File: config.mk
export PLATFORM = sky130hd
export DESIGN_NAME = fifo_frame_writer
export DESIGN_NICKNAME = d
export VERILOG_FILES = /design/src/rtl/fifo_frame_writer.sv
export SDC_FILE = /design/constraint.sdc
export NUM_CORES = 1
export LEC_CHECK = 0
export CORE_ASPECT_RATIO = 0.9
export CORE_MARGIN = 4
export CORE_UTILIZATION = 40
export CTS_BUF_LIST = sky130_fd_sc_hd__clkbuf_4 sky130_fd_sc_hd__clkbuf_8
export DETAILED_ROUTE_END_ITERATION = 7
export GPL_TIMING_DRIVEN = 0
export HOLD_SLACK_MARGIN = 0.05
export MAX_ROUTING_LAYER = met4
export PLACE_DENSITY = 0.59
export SLEW_MARGIN = 20
export SYNTH_ARGS = -nofsm -noshare
export SYNTH_HDL_FRONTEND = slang
export SYNTH_SLANG_ARGS = --single-unit
File: constraint.sdc
create_clock -name clk -period 7.8 [get_ports clk]
set_clock_uncertainty 0.15 [all_clocks]
set_input_delay 2.34 -clock clk [delete_from_list [all_inputs] [get_ports clk]]
set_output_delay 2.34 -clock clk [all_outputs]
set_load 0.02 [all_outputs]
File: src/rtl/fifo_frame_writer.sv
// Frame buffer that streams a loaded frame into the fifo1 write port.
// Optional trailing checksum byte: define FIFO_WRITER_CHECKSUM_EN.
module fifo_frame_writer #(
  parameter int DSIZE = 8,
  parameter int FRAME = 16,
  parameter int CW    = 5
) (
  input  logic             clk,
  input  logic             rst,
  input  logic             ld_en,
  input  logic [DSIZE-1:0] ld_data,
  input  logic             start,
  input  logic             wfull,
  output logic [DSIZE-1:0] wdata,
  output logic             winc,
  output logic             busy,
  output logic             done,
  output logic [CW-1:0]    ld_count
);

  localparam int          AW      = $clog2(FRAME);
  localparam logic [CW-1:0] FRAME_C = CW'(FRAME);

`ifdef FIFO_WRITER_CHECKSUM_EN
  typedef enum logic [1:0] {IDLE, SEND, CSUM, DONE} state_t;
`else
  typedef enum logic [1:0] {IDLE, SEND, DONE} state_t;
`endif

  state_t              state_q;
  logic [CW-1:0]       ld_count_q;
  logic [CW-1:0]       rd_idx_q;
  logic                done_q;
  logic                busy_q;
  logic [DSIZE-1:0]    mem [FRAME];
  logic                ld_fire;
  logic [CW-1:0]       cnt_d;
  logic                last;
`ifdef FIFO_WRITER_CHECKSUM_EN
  logic [DSIZE-1:0]    acc_q;
`endif

  assign ld_fire = (state_q == IDLE) && ld_en && (ld_count_q != FRAME_C);
  assign cnt_d   = ld_count_q + CW'(ld_fire);
  assign last    = (rd_idx_q == ld_count_q - 1'b1);

  always_comb begin
    wdata = '0;
    winc  = 1'b0;
    unique case (state_q)
      SEND: begin
        wdata = mem[rd_idx_q[AW-1:0]];
        winc  = !wfull && !rst;
      end
`ifdef FIFO_WRITER_CHECKSUM_EN
      CSUM: begin
        wdata = -acc_q;
        winc  = !wfull && !rst;
      end
`endif
      default: ;
    endcase
  end

  // Buffer contents intentionally survive reset.
  always_ff @(posedge clk) begin
    if (ld_fire) mem[ld_count_q[AW-1:0]] <= ld_data;
  end

  always_ff @(posedge clk or posedge rst) begin
    if (rst) begin
      state_q    <= IDLE;
      ld_count_q <= '0;
      rd_idx_q   <= '0;
      done_q     <= 1'b0;
      busy_q     <= 1'b0;
`ifdef FIFO_WRITER_CHECKSUM_EN
      acc_q      <= '0;
`endif
    end else begin
      done_q <= 1'b0;
      unique case (state_q)
        IDLE: begin
          ld_count_q <= cnt_d;
          if (start) begin
            rd_idx_q <= '0;
            if (cnt_d != '0) begin
              state_q <= SEND;
              busy_q  <= 1'b1;
            end else begin
              state_q <= DONE;
              done_q  <= 1'b1;
            end
          end
        end
        SEND: begin
          if (winc) begin
            rd_idx_q <= rd_idx_q + 1'b1;
`ifdef FIFO_WRITER_CHECKSUM_EN
            acc_q <= acc_q + wdata;
            if (last) state_q <= CSUM;
`else
            if (last) begin
              state_q <= DONE;
              busy_q  <= 1'b0;
              done_q  <= 1'b1;
            end
`endif
          end
        end
`ifdef FIFO_WRITER_CHECKSUM_EN
        CSUM: begin
          if (winc) begin
            state_q <= DONE;
            busy_q  <= 1'b0;
            done_q  <= 1'b1;
          end
        end
`endif
        DONE: begin
          ld_count_q <= '0;
          rd_idx_q   <= '0;
`ifdef FIFO_WRITER_CHECKSUM_EN
          acc_q      <= '0;
`endif
          state_q    <= IDLE;
        end
        default: state_q <= IDLE;
      endcase
    end
  end

  assign busy     = busy_q;
  assign done     = done_q;
  assign ld_count = ld_count_q;

endmodule
Yosys cells after proc, flatten, opt, wreduce, memory -nomap -nowiden
Memory sizes are Yosys's and may differ from the RTL's. Index checks and enable logic that the tools add are counted.

$add $sub $neg: 3. Bitwise operators: 0. Divide/modulo/power cells: 0. Shift operators: 0. Equal/unequal tests: 8. Reduce and logical (&&, ||, !) cells: 13. Muxes and demuxes: 23. Magnitude comparators: 0. Multiply operators: 0.

Operator list (number): $pmux W5 S3 (1); $mux W1 (11); $mux W5 (2); $pmux W5 S2 (1); $mux W2 (4); $mux W8 (1); $ne A2 B2 Y1 const B (3); $reduce_and A3 Y1 (2); $add A5 B1 Y5 (1); $add A5 B1 Y5 const B (1); $eq A5 B5 Y1 (1); $ne A5 B5 Y1 const B (1); $reduce_and A5 Y1 (1); $reduce_bool A5 Y1 (1); $sub A5 B1 Y5 const B (1); $pmux W1 S2 (2); $pmux W2 S2 (1); $reduce_bool A2 Y1 (2); $logic_and A1 B1 Y1 (3); $reduce_bool A3 Y1 (1); $eq A2 B1 Y1 const B (1); $eq A2 B2 Y1 const B (1); $logic_not A1 Y1 (2); $logic_not A2 Y1 (1); $ne A2 B1 Y1 const B (1).

Bits in latches: 0. Bits in writable memories: 128. ROM bits: 0. Output and inout port bits: 16. Register bits after elaboration: 14. Memories kept: 1. Bits of input ports: 13.

Memory list: mem (depth 16, bits a word 8, rd ports 1, clocked after memory_dff 0, write ports 1, RTL line 35) `logic [DSIZE-1:0] mem [FRAME];`.

Logic depth before layout (Yosys ltp)
Gate-level depths: netlist of run 1.

Word-level depth: 8. Depth in mapped cells: 10. Depth with buffers taken out: 10.

Least setup slack after synthesis of run 1
Ideal clock, no wire load.

Path type: in2out. From: input wfull. To: output winc. Stages on the path: 2. Slack: 2.012 ns. Buffers on the path: 0. Arrival time: 3.298 ns. Cell sequence: or4b_2 > inv_1.

Word-level cells in the longest chain between the ends: 3.

RTL lines: start, declared (RTL line 13) `input logic wfull,`; $logic_not A1 Y1 (RTL line 53) `winc = !wfull && !rst;`; $logic_and A1 B1 Y1 (RTL line 53); $mux W1 (RTL line 50) `unique case (state_q)`; end, declared (RTL line 15) `output logic winc,`.

Every way passes these cells.

Worst setup path in the final report of run 1
Same ends and word-level chain as after synthesis.

==> results of run 1 <==
[per-layer routing]
layer,wire (um),part of all wire
met1,5800,0.45
met2,6320,0.49
met3,777,0.060
met4,97,0.0075
met5,0,0
[worst max-delay path, cell delays in order]
cell             delay, ns
clkdlybuf4s50_1       0.41
or4b_2                0.74
inv_1                 0.21
clkdlybuf4s50_1       0.64
[layout make-up]
| type | count | area share |
|---|---|---|
| Timing Repair Buffer | 28 | 0.0405 |
| Clock inverter | 15 | 0.0212 |
| Tap cell | 198 | 0.0358 |
| Multi-Input combinational cell | 174 | 0.241 |
| Inverter | 7 | 0.00380 |
| Buffer | 19 | 0.0172 |
| Clock buffer | 17 | 0.0338 |
| Sequential cell | 142 | 0.607 |
[state kept, by name (all words and copies together) (netlist names)]
name      cells
busy          1
done          1
ld_count      5
mem         128
rd_idx_q      5
state_q       2
[power groups by stage]
stage | Combinational [mW] | Clock [mW] | Sequential [mW]
after global placement | 0.773 | 0 | 0.884
after detailed placement | 0.778 | 0 | 0.885
after global routing | 0.826 | 0.606 | 0.871
after CTS | 0.780 | 0.576 | 0.868
after floorplan | 0.509 | 0 | 0.881
final | 0.776 | 0.565 | 0.868
[worst paths after layout]
check                                        start                       to  slack (ns)  cells past startpoint
setup / recovery                             wfull                     winc        0.96                      4
hold / removal                    busy$_DFFE_PP0P_         busy$_DFFE_PP0P_        0.44                      2
setup reg to reg           ld_count[0]$_DFFE_PP0P_         busy$_DFFE_PP0P_        4.89                     10
hold reg to reg                   busy$_DFFE_PP0P_         busy$_DFFE_PP0P_        0.44                      2
max in group asynchronous                      rst  rd_idx_q[3]$_DFFE_PP0P_        4.96                      2
min in group asynchronous                      rst  ld_count[4]$_DFFE_PP0P_        2.16                      2
[logic make-up (layout without fill, tap and decap cells)]
logic type	count (synthesis)	count (layout)
buf+inv	26	86
fa+ha+maj	7	7
xor+xnor	7	7
flops	142	142
mux	41	41
compound gates	55	55
simple gates	64	64
[placed cells by master, fill, tap and decap left out, types with 2 or more instances in the layout]
master,instances
clkinvlp_4,4
ha_1,7
buf_2,4
o211ai_1,3
nand3_1,4
nand2b_1,4
clkinv_1,3
bufinv_16,2
mux4_2,13
mux2i_1,17
clkbuf_8,17
a21oi_1,3
nand2_1,11
nor3_2,4
a22oi_1,8
nor2_1,18
clkinv_4,2
and3_1,8
nor2b_1,4
clkdlybuf4s50_1,28
inv_1,7
clkbuf_1,9
buf_6,3
mux4_1,11
xor2_1,2
clkinv_2,2
a31oi_1,2
nor3_1,4
xnor2_1,5
dfrtp_1,14
edfxtp_1,128
and2_1,3
a221o_1,8
a22o_1,14
o21ai_0,11
inv_6,2
[metrics by stage]
step	setup slack (ns)	hold slack, ns	power [mW]
after global placement	0.964	0.376	1.66
after floorplan	2.01	0.352	1.39
after global routing	0.899	0.476	2.30
after detailed placement	0.960	0.428	1.66
after CTS	0.962	0.450	2.22
final	0.962	0.436	2.21
==> reports/metrics.sh, run 1 <==
GROUTE.LAYER.MET2.USAGE=0.251
YS_SEQ_AREA_FRAC=0.701
GRT_UTIL_MET1=0.234
FINAL_CELL_COUNT_WITHOUT_FILLERS=600
FINALSETUPTNS_NS=0
POST-SYNTH-TOP-COUNT-CELL='edfxtp_1'
MAX_CAP_VIOLATIONS=0
CRIT_PATH_MAX_FANOUT=6
SYNTH-SIMPLE-AREA-SHARE=0.0539
CTSHTREEMAXLEVEL=4
DATA_ARRIVAL_TIME_OF_THE_CRITICAL_PATH_NS=4.35
NETLIST.TOP_CELL.BY_AREA='edfxtp_1'
NUMBER_OF_GLOBAL_ROUTE_VIAS_BEFORE_REPAIR=3161
DRIVE_GT1_FRAC=0.142
LAYOUT.CELL_AREA.NON_FILLER_UM2=6910
MET3_USAGE=0.0335
POST-ROUTE-UTIL=0.470
FINAL-SETUP-VIOL-COUNT=0
FINISH.NET_COUNT=409
TIMING.CRITICAL_PATH.FROM_TYPE='input pin'
SYNTH_AREA_PER_CELL_UM2=17.5
HOLDCRITPATHCLASS='reg2reg'
SYNTHMUXAREASHARE=0.126
STARTING_DENSITY_OF_THE_CORE=0.407
NUMCLOCKSINKS=142
CHIPHEIGHT_UM=124
SYNTHESIS.AREA_UM2=5990
POWER_PER_CELL_AREA_nW_PER_UM2=320
WORST_IR_DROP_VDD_uV=128
GROUTE.USAGE.OVERALL=0.168
FINAL-HOLD-VIOLATION-COUNT=0
SLEW_VIOL_FINAL=0
CTS.REPAIR.RESIZED=0
FIRST_PASS_GRT_WIRE_LENGTH_UM=19700
POWER.SEQUENTIAL.FRACTION=0.393
CLK_ROOT_BUFFER_CELL='clkbuf_8'
PIN_COUNT_OF_THE_BIGGEST_NET_ENTERING_GLOBAL_ROUTING=17
DIE-WIDTH_UM=137
DRT_ITER0_DRC=197
P_INT_mW=1.50
DR_TOTAL_VIAS=3257
TOP_CELLS_BY_AREA_SYNTH='edfxtp_1 64%, dfrtp_1 5.9%, mux4_2 4.9%, mux4_1 4.8%, mux2i_1 2.8%'
DP_CELLS=568
CTS_MADE_BUFFERS=17
GRT_ANTENNA_BEFORE_REPAIR=0
SYNTH_LARGEST_TYPE_AREA_FRACTION=0.642
WORST_SETUP_PATH_END_KIND='output pin'
SYNTH_TOP_CELLS_BY_COUNT='128 x edfxtp_1, 18 x nor2_1, 17 x mux2i_1, 14 x a22o_1, 14 x dfrtp_1'
PATH_CLASS='in2out'
AREA_DELTA_SYNTH_FINAL_PCT=15.5
FINALCRITPERIODSHARE=0.877
SYNTH_TOP_FAMILY_BY_AREA='multiplexers'
FMAXACHIEVABLE_MHz=146
SYNTH_XOR_XNOR_AREA_SHARE=0.0102
TRITONCTS_CLOCK_TREE='yes'
ROUTE.DETAILED.WL_PER_INST_UM=21.7
CORE_UM2=14700
YOSYS_WARNINGS=0
DRT-VIAS-PER-INSTANCE=5.43
COUNT_OF_FLIP_FLOPS_WITH_A_BUILT_IN_ENABLE_AFTER_SYNTHESIS=128
N_ANTENNA_CELL=0
SYNTH.NET_COUNT=362
MIN_PERIOD_NS=6.84
AREA.SEQUENTIAL_UM2=4190
DRT_DRC_VIOLATIONS_LEFT=0
SLEW_HEADROOM=0.385
DRT.ANTENNA.VIOLATING_NETS=0
SYNTH_CELL_TYPE_COUNT=40
CTS.PATH.MAX_BUFFERS=2
PLACEMENT_ROWS=42
OUTCOME='finished, final reports clean'
SWITCHING_SHARE=0.323
CTS_SETUP_BUFFERS=0
GRT_MOST_USED_LAYER='met2'
ASYNC_FLOP_SHARE=0.0986
AREA_FRACTION_IN_COMPOUND_GATES_AFTER_SYNTHESIS=0.0707
COMBPWRFRAC=0.351
CLKPWRFRAC=0.256
POST_CTS_HOLD_BUFFER_COUNT=0
DP_HPWL_UM=8640
FLOORPLAN.IO_PINS=29
CLK_LATENCY_NS=0.43
PATH_CLK_SLEW_NS=0.07
ROUTABILITYCONGESTION=0.818
MULTI_INPUT_COMB_AREA_UM2=1670
NET-SWITCHING-POWER_mW=0.713
SYNTHFLOPTYPE='edfxtp_1'
GLOBAL_ROUTE.OVERFLOW_TOTAL=0
POST_PLACE_CELL_AREA_UM2=6530
FINAL.FILL_COUNT=1263
SYN_INST=342
DRT_PASS1_ITERATIONS=4
UNREPAIRED_SETUP_ENDPOINTS_AFTER_GLOBAL_ROUTING='false'
WL_UM=13000
TOTAL_LEAKAGE_POWER_nW=2.32
TIMING.CRITICAL_PATH.REQUIRED_NS=5.31
YOSYS_REGISTER_BITS=142
DESIGN.DIE.AREA_UM2=17000
WORST-SLEW-PIN-TRANSITION_NS=0.919
PORT_BUFFERS=28
YOSYS.AREA_SHARE.ADDER=0.0146
(Power assumes the default switching activity.)
==> inputs of run 2 (changes only) <==
--- a/config.mk
+++ b/config.mk
@@ -18,3 +18,4 @@
 export SYNTH_ARGS = -nofsm -noshare
 export SYNTH_HDL_FRONTEND = slang
 export SYNTH_SLANG_ARGS = --single-unit
+export TNS_END_PERCENT = 30
==> constraint.sdc (replaced) <==
create_clock -name clk -period 7.2 [get_ports clk]
set_clock_uncertainty 0.15 [all_clocks]
set_input_delay 2.16 -clock clk [delete_from_list [all_inputs] [get_ports clk]]
set_output_delay 2.16 -clock clk [all_outputs]
set_load 0.02 [all_outputs]
==> results of run 2 <==
The final DEF is identical to that of run 1. Status: finished, final reports clean.
Among the figures that moved: setup slack after placement 0.960 ns -> 0.720 ns; setup slack after layout 0.962 ns -> 0.722 ns; register-to-register setup slack 4.89 ns -> 4.29 ns; total power 2.21 mW -> 2.39 mW; worst IR drop on VDD 128 uV -> 139 uV
==> inputs of run 3 (changes only) <==
--- a/config.mk
+++ b/config.mk
@@ -6,7 +6,6 @@
 export NUM_CORES = 1
 export LEC_CHECK = 0
 export CORE_ASPECT_RATIO = 0.9
-export CORE_MARGIN = 4
 export CORE_UTILIZATION = 40
 export CTS_BUF_LIST = sky130_fd_sc_hd__clkbuf_4 sky130_fd_sc_hd__clkbuf_8
 export DETAILED_ROUTE_END_ITERATION = 7
==> run 3 against run 2 <==
Against the previous run: die area down 9.0%; critical path type unchanged; cell count unchanged; combinational power about the same; first-iteration DRC count up 34%; non-clock buffer count unchanged; utilization up 0.61 points; total power up 3.9%; register-to-register slack worse by 0.14 ns; critical endpoint unchanged; maximum frequency down 0.27%; critical path depth unchanged.
==> reports/metrics.sh, run 3 (same netlist as run 1, synthesis figures left out) <==
FLOORPLAN.IO_PINS=29  # unchanged
DRT_ITER0_DRC=264  # was 197
FINALHOLDWORSTSLACK_NS=0.402  # was 0.436 ns
STARTING_DENSITY_OF_THE_CORE=0.408  # was 0.407
CTS_MADE_BUFFERS=17  # unchanged
POWER_PER_CELL_AREA_nW_PER_UM2=356  # was 346 nW/um^2
WL_UM=13200  # was 13000 um
WORST-SLEW-PIN-TRANSITION_NS=0.918  # was 0.919 ns
DRT_DRC_VIOLATIONS_LEFT=0  # unchanged
CRIT_PATH_MAX_FANOUT=6  # unchanged
DP_HPWL_UM=8780  # was 8640 um
PATH_COMMON_CELL='clkdlybuf4s50_1'  # unchanged
SLEW_VIOL_FINAL=0  # unchanged
DRIVE_GT1_FRAC=0.149  # was 0.142
WORST_PATH_LARGEST_CELL_DELAY_NS=0.75  # was 0.74 ns
LARGEST_REGISTER_FFS=128  # unchanged
CTS.PATH.MAX_BUFFERS=2  # unchanged
PORT_BUFFERS=28  # unchanged
DR_TOTAL_VIAS=3308  # was 3257
FINAL-SETUP-VIOL-COUNT=0  # unchanged
FINALCRITPERIODSHARE=0.902  # was 0.900
CORE_UM2=14700  # about the same
GROUTE.USAGE.OVERALL=0.192  # was 0.168
NUMCLOCKSINKS=142  # unchanged
OUTCOME='finished, final reports clean'  # unchanged
DESIGN.DIE.AREA_UM2=15500  # was 17000 um^2
SLEW_HEADROOM=0.383  # was 0.385
POST-ROUTE-UTIL=0.476  # was 0.470
DIE-WIDTH_UM=131  # was 137 um
PATH_CLASS='in2out'  # unchanged
CHIPHEIGHT_UM=118  # was 124 um
LAYOUT.CELLS.MOST_COMMON_LIST='128 x edfxtp_1, 28 x clkdlybuf4s50_1, 20 x clkbuf_8, 18 x nor2_1, 17 x mux2i_1'  # was 128 x edfxtp_1, 28 x clkdlybuf4s50_1, 18 x nor2_1, 17 x mux2i_1, 17 x clkbuf_8
PATH_CLK_SLEW_NS=0.08  # was 0.07 ns
N_ANTENNA_CELL=0  # unchanged
CTSHTREEMAXLEVEL=4  # unchanged
TIMING.CRITICAL_PATH.FROM_TYPE='input pin'  # unchanged
PIN_COUNT_OF_THE_BIGGEST_NET_ENTERING_GLOBAL_ROUTING=17  # unchanged
DRT_PASS1_ITERATIONS=5  # was 4
FMAXACHIEVABLE_MHz=154  # about the same
ROUTABILITYCONGESTION=0.829  # was 0.818
ROUTE.DETAILED.WL_PER_INST_UM=21.9  # was 21.7 um
PLACEMENT_ROWS=42  # unchanged
WORST_IR_DROP_VDD_uV=235  # was 139 uV
HOLDCRITPATHCLASS='reg2reg'  # unchanged
CTS.REPAIR.RESIZED=0  # unchanged
NUMBER_OF_GLOBAL_ROUTE_VIAS_BEFORE_REPAIR=3307  # was 3161
FINAL-HOLD-VIOLATION-COUNT=0  # unchanged
FINAL.FILL_COUNT=1220  # was 1263
TRITONCTS_CLOCK_TREE='yes'  # unchanged
SLOWEST_STAGE='or4b_2'  # unchanged
TIMING.CRITICAL_PATH.REQUIRED_NS=4.89  # about the same
POST_CTS_HOLD_BUFFER_COUNT=0  # unchanged
DATA_ARRIVAL_TIME_OF_THE_CRITICAL_PATH_NS=4.18  # was 4.17 ns
CTS_SETUP_BUFFERS=0  # unchanged
CRIT_CHAIN='clkdlybuf4s50_1 > or4b_2 > inv_1 > clkdlybuf4s50_1'  # unchanged
MIN_PERIOD_NS=6.49  # was 6.48 ns
WORST_SETUP_PATH_END_KIND='output pin'  # unchanged
UNREPAIRED_SETUP_ENDPOINTS_AFTER_GLOBAL_ROUTING='false'  # unchanged
FINALSETUPTNS_NS=0  # unchanged
CLK_ROOT_BUFFER_CELL='clkbuf_8'  # unchanged
DRT-VIAS-PER-INSTANCE=5.51  # was 5.43
DRT.ANTENNA.VIOLATING_NETS=0  # unchanged
FIRST_PASS_GRT_WIRE_LENGTH_UM=19800  # was 19700 um
AREA_DELTA_SYNTH_FINAL_PCT=16.6  # was 15.5%
CLK_LATENCY_NS=0.44  # was 0.43 ns
FINISH.NET_COUNT=409  # unchanged
GRT_ANTENNA_BEFORE_REPAIR=0  # unchanged
TOTAL_LEAKAGE_POWER_nW=2.36  # was 2.32 nW
FINAL_COMMON_CELL='edfxtp_1'  # unchanged
MAX_CAP_VIOLATIONS=0  # unchanged
GLOBAL_ROUTE.OVERFLOW_TOTAL=0  # unchanged
-- run 3: layout make-up --
type	instances	area, um^2	share of cell area
buffer	19	119	0.0170
clock buffer	21	283	0.0405
clock inverter	11	163	0.0233
inverter	7	26.3	0.00376
multi-input combinational	174	1670	0.239
sequential	142	4190	0.601
tap	198	248	0.0355
timing repair buffer	28	280	0.0402
-- run 3: per-layer routing --
metal / vias to the layer above / wire length (um) / part of all wire / GRT usage
met5: - / 0 / 0 / -
met4: 0 / 160 / 0.012 / 0.0711
met1: 1724 / 6200 / 0.47 / 0.261
met2: 92 / 6230 / 0.47 / 0.282
met3: 12 / 570 / 0.043 / 0.0427
li1: 1480 / - / - / -
-- run 3: stage by stage --
| stage | total power [mW] | setup slack, ns | cell area (um^2) | cells |
|---|---|---|---|---|
| after global routing | 2.59 | 0.623 | 6980 | 600 |
| after floorplan | 1.51 | 1.77 | 5990 | 342 |
| after global placement | 1.79 | 0.716 | 6510 | 568 |
| after CTS | 2.50 | 0.709 | 6980 | 600 |
| after detailed placement | 1.80 | 0.714 | 6530 | 568 |
| final | 2.49 | 0.705 | 6980 | 600 |
-- run 3: power by group --
| part | internal [mW] | leakage, nW | switching (mW) |
|---|---|---|---|
| sequential | 0.918 | 1.31 | 0.0253 |
| clock | 0.406 | 0.221 | 0.293 |
| combinational | 0.398 | 0.829 | 0.446 |
| total | 1.72 | 2.36 | 0.765 |
-- run 3: worst max-delay path: cells and delay by family --
family / cells / cell delay [ns]
simple gates: 1 / 0.75
buf+inv: 3 / 1.28
-- run 3: path summary, 6_finish.rpt --
check                                              from                      end  slack, ns  cells after the start
worst min register to register         busy$_DFFE_PP0P_         busy$_DFFE_PP0P_       0.40                      2
worst min-delay path                   busy$_DFFE_PP0P_         busy$_DFFE_PP0P_       0.40                      2
max in group asynchronous                           rst  ld_count[2]$_DFFE_PP0P_       4.56                      2
worst max-delay path                              wfull                     winc       0.71                      4
worst max register to register  ld_count[0]$_DFFE_PP0P_   state_q[0]$_DFFE_PP0P_       4.15                     10
min in group asynchronous                           rst         busy$_DFFE_PP0P_       1.97                      2
